<file path="config.mk">
export PLATFORM = sky130hd
export DESIGN_NAME = wishbone_bus_arbiter
export DESIGN_NICKNAME = d
export VERILOG_FILES = /design/src/rtl/wishbone_bus_arbiter.sv
export SDC_FILE = /design/constraint.sdc
export NUM_CORES = 1
export LEC_CHECK = 0
export BUFFER_PORTS_ARGS = -buffer_cell sky130_fd_sc_hd__buf_2
export CORE_AREA = 10 10 103 105
export CTS_CLUSTER_SIZE = 10
export DETAILED_ROUTE_END_ITERATION = 10
export DIE_AREA = 0 0 113 115
export REMOVE_ABC_BUFFERS = 1
export SYNTH_ARGS = -nofsm -noshare
export SYNTH_HDL_FRONTEND = slang
export SYNTH_SLANG_ARGS = --single-unit
export TNS_END_PERCENT = 1
</file>
<file path="constraint.sdc">
create_clock -name clk -period 1.2 [get_ports clk]
set_input_delay 0.12 -clock clk [delete_from_list [all_inputs] [get_ports clk]]
set_output_delay 0.12 -clock clk [all_outputs]
set_load 0.01 [all_outputs]
</file>
<file path="src/rtl/wishbone_bus_arbiter.sv">
// wishbone_bus_arbiter: round-robin N-master to 1-slave Wishbone classic arbiter
// latency: 1 cycle from master CYC to s_cyc; slave-side mux and ACK/ERR return are combinational
// backpressure: grant locked while the granted master holds CYC; other requesters wait their round-robin turn
//
// Ports:
//   clk, reset                      clock, synchronous active-high reset
//   m_cyc/m_stb/m_we                per-master control, one bit per master
//   m_adr/m_dat_w/m_sel             packed per-master buses, master i at [i*W +: W]
//   m_dat_r, m_ack, m_err           return path (data broadcast, ACK/ERR to granted master only)
//   s_*                             single slave-side Wishbone port
//   o_grant                         one-hot current grant, 0 while idle
// Optional feature macro: WB_ARB_TIMEOUT_EN adds a watchdog that errors a beat
// stalled for TIMEOUT_CYCLES and releases the bus.
module wishbone_bus_arbiter #(
    parameter int NUM_MASTERS    = 2,
    parameter int ADDR_WIDTH     = 32,
    parameter int DATA_WIDTH     = 32,
    parameter int TIMEOUT_CYCLES = 255
) (
    input  logic                                  clk,
    input  logic                                  reset,
    input  logic [NUM_MASTERS-1:0]                m_cyc,
    input  logic [NUM_MASTERS-1:0]                m_stb,
    input  logic [NUM_MASTERS-1:0]                m_we,
    input  logic [NUM_MASTERS*ADDR_WIDTH-1:0]     m_adr,
    input  logic [NUM_MASTERS*DATA_WIDTH-1:0]     m_dat_w,
    input  logic [NUM_MASTERS*(DATA_WIDTH/8)-1:0] m_sel,
    output logic [DATA_WIDTH-1:0]                 m_dat_r,
    output logic [NUM_MASTERS-1:0]                m_ack,
    output logic [NUM_MASTERS-1:0]                m_err,
    output logic                                  s_cyc,
    output logic                                  s_stb,
    output logic                                  s_we,
    output logic [ADDR_WIDTH-1:0]                 s_adr,
    output logic [DATA_WIDTH-1:0]                 s_dat_w,
    output logic [DATA_WIDTH/8-1:0]               s_sel,
    input  logic [DATA_WIDTH-1:0]                 s_dat_r,
    input  logic                                  s_ack,
    input  logic                                  s_err,
    output logic [NUM_MASTERS-1:0]                o_grant
);
    localparam int SW = DATA_WIDTH / 8;
    localparam int IW = $clog2(NUM_MASTERS);

    typedef enum logic {S_IDLE = 1'b0, S_GRANTED = 1'b1} state_t;

    state_t                 r_state, w_state_nxt;
    logic [NUM_MASTERS-1:0] r_grant, w_grant_nxt;
    // r_last doubles as the index of the granted master while in S_GRANTED
    logic [IW-1:0]          r_last, w_last_nxt;
    logic [IW-1:0]          w_pick;
    logic                   w_found;
    logic                   w_active;
    logic                   w_timeout;

    logic                   w_cyc, w_stb, w_we;
    logic [ADDR_WIDTH-1:0]  w_adr;
    logic [DATA_WIDTH-1:0]  w_dat_w;
    logic [SW-1:0]          w_sel;

    // Reset gates the slave side immediately so nothing is forwarded in a reset cycle
    assign w_active = (r_state == S_GRANTED) && !reset;

    // Round-robin search starting one past the last grant, wrapping at NUM_MASTERS
    always_comb begin : pick_next
        logic [IW:0] v_sum;
        w_pick  = r_last;
        w_found = 1'b0;
        v_sum   = '0;
        for (int k = 1; k <= NUM_MASTERS; k++) begin
            v_sum = {1'b0, r_last} + (IW+1)'(k);
            if (v_sum >= (IW+1)'(NUM_MASTERS)) begin
                v_sum = v_sum - (IW+1)'(NUM_MASTERS);
            end
            if (!w_found && m_cyc[v_sum[IW-1:0]]) begin
                w_found = 1'b1;
                w_pick  = v_sum[IW-1:0];
            end
        end
    end

    // Select the granted master's request fields
    always_comb begin
        w_cyc   = 1'b0;
        w_stb   = 1'b0;
        w_we    = 1'b0;
        w_adr   = '0;
        w_dat_w = '0;
        w_sel   = '0;
        for (int i = 0; i < NUM_MASTERS; i++) begin
            if (r_last == IW'(i)) begin
                w_cyc   = m_cyc[i];
                w_stb   = m_stb[i];
                w_we    = m_we[i];
                w_adr   = m_adr[i*ADDR_WIDTH +: ADDR_WIDTH];
                w_dat_w = m_dat_w[i*DATA_WIDTH +: DATA_WIDTH];
                w_sel   = m_sel[i*SW +: SW];
            end
        end
    end

`ifdef WB_ARB_TIMEOUT_EN
    localparam int CW_RAW = $clog2(TIMEOUT_CYCLES + 1);
    localparam int CW     = (CW_RAW < 8) ? 8 : ((CW_RAW > 16) ? 16 : CW_RAW);

    logic [CW-1:0] r_tmo_cnt;

    // Counter holds the number of completed stalled STB cycles; the watchdog fires
    // in the cycle that would bring it to TIMEOUT_CYCLES.
    assign w_timeout = w_active && w_stb && (r_tmo_cnt == CW'(TIMEOUT_CYCLES - 1));

    always_ff @(posedge clk) begin
        if (reset || r_state == S_IDLE || s_ack || s_err) begin
            r_tmo_cnt <= '0;
        end else if (w_stb) begin
            r_tmo_cnt <= r_tmo_cnt + 1'b1;
        end
    end
`else
    assign w_timeout = 1'b0;
`endif

    assign s_cyc   = w_active && w_cyc && !w_timeout;
    assign s_stb   = w_active && w_stb && !w_timeout;
    assign s_we    = w_active && w_we;
    assign s_adr   = w_active ? w_adr   : '0;
    assign s_dat_w = w_active ? w_dat_w : '0;
    assign s_sel   = w_active ? w_sel   : '0;
    assign m_dat_r = s_dat_r;
    assign o_grant = r_grant;

    always_comb begin
        m_ack = '0;
        m_err = '0;
        for (int i = 0; i < NUM_MASTERS; i++) begin
            m_ack[i] = w_active && r_grant[i] && s_ack && m_stb[i] && !w_timeout;
            m_err[i] = w_active && r_grant[i] && ((s_err && m_stb[i]) || w_timeout);
        end
    end

    always_comb begin
        w_state_nxt = r_state;
        w_grant_nxt = r_grant;
        w_last_nxt  = r_last;
        case (r_state)
            S_IDLE: begin
                if (w_found) begin
                    w_state_nxt = S_GRANTED;
                    w_grant_nxt = NUM_MASTERS'(1) << w_pick;
                    w_last_nxt  = w_pick;
                end
            end
            S_GRANTED: begin
                // Lock holds until the owner drops CYC (or the watchdog fires)
                if (!w_cyc || w_timeout) begin
                    w_state_nxt = S_IDLE;
                    w_grant_nxt = '0;
                end
            end
            default: begin
                w_state_nxt = S_IDLE;
                w_grant_nxt = '0;
            end
        endcase
    end

    always_ff @(posedge clk) begin
        if (reset) begin
            r_state <= S_IDLE;
            r_grant <= '0;
            r_last  <= IW'(NUM_MASTERS - 1);
        end else begin
            r_state <= w_state_nxt;
            r_grant <= w_grant_nxt;
            r_last  <= w_last_nxt;
        end
    end
endmodule

</file>
# Yosys cells after proc, flatten, opt, wreduce, memory -nomap -nowiden
# Cells that the tools add are included.
[word_totals]
wordCells = 59
output_inout_bits = 109
regBits = 4
input_bits = 178
[op_classes]
n_shift = 1
bitwise_logic = 1
reduce_logical = 19
muxes = 25
add_sub_neg = 4
n_lt_le_gt_ge = 4
eq_ne = 2
[ops]
columns = ["operator", "n"]
rows = [
  ["32-bit 2-to-1 mux", 4],
  ["1-bit logical AND", 15],
  ["1-bit 2-to-1 mux", 15],
  ["4-bit 2-to-1 mux", 2],
  ["2-bit greater-or-equal comparator (second input constant)", 2],
  ["1-bit by 2-bit < comparator with 1-bit output (second input constant)", 2],
  ["2-bit 2-to-1 mux", 2],
  ["2-bit inequality test (second input constant)", 2],
  ["2-bit one-hot mux with 2 select lines", 1],
  ["2-bit AND reduction", 2],
  ["1-bit by 1-bit adder with 2-bit output (second input constant)", 1],
  ["1-bit by 2-bit adder with 2-bit output (second input constant)", 1],
  ["1-bit zero test", 2],
  ["1-bit one-hot mux with 2 select lines", 1],
  ["1-bit by 1-bit << shifter with 2-bit output (first input constant)", 1],
  ["1-bit subtractor (second input constant)", 2],
  ["1-bit NOT", 1],
]

# Logic depth before layout (Yosys ltp)
[logic_depth]
depth_word = 12
ltp_mapped = 5
ltp_nobuf = 3

# Worst setup path after synthesis
# No wires, ideal clock.
[synth_timing]
path_type = "register -> output"
from = "register r_last"
to = "output port s_dat_w[10]"
required_time_ps = 1080
arrival_time_ps = 979
path_buffers = 3
path_slack_ps = 101
stages_incl_launch_ff = 6
cell_sequence = "dfxtp_1 -> buf_4 -> buf_6 -> buf_8 -> mux2i_1 -> nor2_1"
[synth_via]
elab_chain_len = 2
[synth_lines]
columns = ["item", "line", "source"]
rows = [
  ["from (decl)", "50", "logic [IW-1:0] r_last, w_last_nxt;"],
  ["from (signal assigned)", "171", "r_last <= IW'(NUM_MASTERS - 1);"],
  ["from (signal assigned)", "175", "r_last <= w_last_nxt;"],
  ["32-bit 2-to-1 mux", "91", "if (r_last == IW'(i)) begin"],
  ["32-bit 2-to-1 mux", "127", "assign s_dat_w = w_active ? w_dat_w : '0;"],
  ["to (decl)", "35", "output logic [DATA_WIDTH-1:0] s_dat_w,"],
]
# No other way between the ends.

# Worst setup path after layout
[layout_timing]
from = "register r_last"
to = "output port s_dat_w[12]"
# Same word-level chain as after synthesis.

==> reports/results.md <==
- largest area contributor in the netlist: mux2i_1
- Antenna diodes: 0
- fraction of post-synthesis cell area in the top cell type by area: 44.5%
- number of cells on the worst reg-to-reg path: 6
- number of I/O pins: 287
- full die area: 0.0130 mm2
- Cells on Worst Hold Path: 2
- WP buf/inv: 3
- flip-flop and latch count after synthesis: 4
- Overall Global Routing Usage: 13.7%
- DRC violations left: 0
- total leakage power: 1.96 nW
- vertical die dimension: 115 um
- TritonCTS clock tree: done
- final setup margin: -0.275 ns
- list of most frequent post-synthesis cells: nor2_1, mux2i_1, buf_4
- aggregate routed wire length: 10.1 mm
- number of antenna violations at the first check in global routing: 0
- Filler Cell Count: 909
- die boundary width: 113 um
- count of routing violations after the opening detailed-route iteration: 111
- final routed wire length divided by cell count: 19.2 um
- headroom to the max-slew limit: 80.8%
- CTS clock-pin slew for the worst setup and hold paths: 0.03 ns
- final hold violation count: 0
- CTS sink cnt: 4
- number of nets in the layout: 600
- worst-path cell chain: buf_12 > clkbuf_16 > mux2i_2 > nor2_1 > buf_2
- IO Port Bufs: 222
- maximum single-stage delay on the critical path: 0.38 ns
- family of cells with the greatest summed delay on the critical path: buffers and inverters
- number of flops mapped to enable cells by yosys: 0
- via count of the first global-routing pass: 2,550
- area post-placement: 0.00256 mm2
- Worst EP required: 1.08 ns
- instance count on the critical path: 5
- cell types with the largest area share after synthesis: mux2i_1, nor2_1, buf_4, dfxtp_1, buf_8
- share of synthesized flip-flops with an asynchronous set or reset: 0%
- final critical-path required period: 1.48 ns
- share of the clock period used by the worst path: 123%
- violations in the final reports: negative setup slack
- maximum clock rate: 678 MHz
- Avg Synthesized Cell Area: 7.03 um2
- first-pass GRT wire length: 14.1 mm
- capturing element type of the critical path: output pin
- library cell used as clock root buffer: clkbuf_8
- number of optimization iterations in the first detailed-route pass: 4
- row count: 34
- via/cell ratio: 4.33
- Worst Hold Class: in -> reg
- proportion of synthesized chip area in sequential cells: 5.02%
- P per Cell Area: 548 mW/mm2
- Max clock buf depth: 2
- predominant post-synthesis flop cell: dfxtp_1
- Yosys warnings: 0
- GRT Residual Overflow: 0
- result of the run: finished with violations
- initial cell density of the core: 18.7%
- largest fanout on the critical path: 7
- maximum number of pins on one net before global-route repair: 44
- most instantiated library cell after synthesis: nor2_1
- worst supply voltage drop on vdd: 224 uV
- final standard cell area without fillers: 0.00290 mm2
- vias after detailed routing: 2,288
- # hold bufs at CTS: 0
- Setup TNS: -14.00 ns
- standard cell core area: 0.00855 mm2
- deepest level of the CTS H-tree: 1
- slew at the pin closest to its max-slew limit: 0.288 ns
- half-perimeter wire length after placement: 8.45 mm
- Max-Cap Viols: 0
- fraction of layout cells with a size suffix above 1: 61.3%
- setup repair after global routing missed its margin: yes
- CTS buffer count: 3
- number of instances in the synthesized netlist: 227
- number of routed nets with antenna violations: 0
- Final Setup Violations: 72
- clock skew: 0.000818 ns
- Critical-path top delay cell: dfxtp_4
- clock latency on the worst-skew pair: 0.22 ns
- final count of pins violating max slew: 0
- overall power consumption: 1.59 mW
- signal arrival time at the worst endpoint: 1.36 ns
- Post-Syn Area: 0.00160 mm2
- RD Place Congestion: 0.781
- Area growth syn-to-layout: 81.8%
- Setup Crit Path Kind: reg -> out
- kind of launch point of the worst setup path: flop
- distinct cell type count of the synthesized netlist: 23
## what timing repair did
item                       4_1_cts  5_1_grt
gates cloned                     4        2
buffers inserted                 3        1
gates resized for setup         13       12
setup endpoints to repair       76       76
pin swaps                        2        4
## per-stage QoR
stage / std cells / hold WS, ns / setup WS [ns] / utilization, %
3_5_place_dp: 515 / 0.240 / -0.0602 / 30.0
5_1_grt: 529 / 0.164 / -0.326 / 33.9
2_1_floorplan: 178 / 0.189 / -2.09 / -
3_3_place_gp: 515 / 0.240 / -0.0561 / 30.0
4_1_cts: 526 / 0.128 / -0.274 / 32.7
6_report: 529 / 0.147 / -0.275 / 33.9
## sequential cells by signal (all words and copies together), names as in the netlist
register / count
r_state: 1
o_grant: 2
r_last: 1
## routing by layer
metal,vias to the layer above,wire [um],track usage [%]
li1,1114,-,-
met1,985,3840,14.8
met2,172,4400,20.3
met3,15,1710,11.1
met4,2,110,1.95
met5,-,84,5.56
## cell usage in the layout (no fill, tap or decap)
| cell | n |
|---|---|
| nand2_1 | 6 |
| a21oi_1 | 1 |
| o21ai_0 | 1 |
| buf_6 | 1 |
| clkbuf_16 | 2 |
| mux2i_2 | 8 |
| nor3b_2 | 1 |
| dfxtp_1 | 2 |
| o211ai_1 | 1 |
| buf_4 | 4 |
| mux2i_1 | 63 |
| a22o_1 | 2 |
| nor2b_4 | 1 |
| buf_16 | 5 |
| inv_2 | 1 |
| and3b_1 | 1 |
| nor3_1 | 1 |
| nand2_2 | 1 |
| a21oi_2 | 2 |
| nor2_1 | 77 |
| nand3_1 | 2 |
| inv_1 | 1 |
| buf_2 | 222 |
| buf_12 | 5 |
| dfxtp_4 | 2 |
| nand2b_1 | 2 |
| and3_1 | 1 |
| clkbuf_1 | 1 |
| clkbuf_8 | 3 |
| o21ai_1 | 1 |
## cells by family (layout without fill, tap and decap cells)
| group | Yosys count | in the layout | synth area share (%) |
|---|---|---|---|
| and+or+nand+nor | 93 | 93 | 23.5 |
| muxes | 71 | 71 | 44.5 |
| buffers and inverters | 51 | 245 | 23.8 |
| AOI/OAI and AO/OA | 8 | 8 | 3.14 |
| DFF | 4 | 4 | 5.02 |
## power breakdown
part           internal (mW)  switching (mW)
combinational          0.624           0.497
sequential             0.145          0.0147
clock                  0.228          0.0803
total                  0.997           0.592
## final cells by class
| class | instances | area (um2) | share of cell area (%) |
|---|---|---|---|
| Sequential cell | 4 | 87.6 | 3.02 |
| Inverter | 2 | 7.51 | 0.259 |
| Tap cell | 108 | 135 | 4.66 |
| Timing Repair Buffer | 239 | 1440 | 49.7 |
| Clock buffer | 4 | 45.0 | 1.55 |
| Multi-Input combinational cell | 172 | 1180 | 40.9 |
## final timing paths
| check | startpoint | endpoint | slack [ns] |
|---|---|---|---|
| max reg2reg | r_last | o_grant[0] | -0.04 |
| max | r_last | s_dat_w[12] | -0.28 |
| min reg2reg | o_grant[1] | o_grant[1] | 0.52 |
| min | reset | o_grant[0] | 0.15 |
Power figures use the tool's default switching activity.
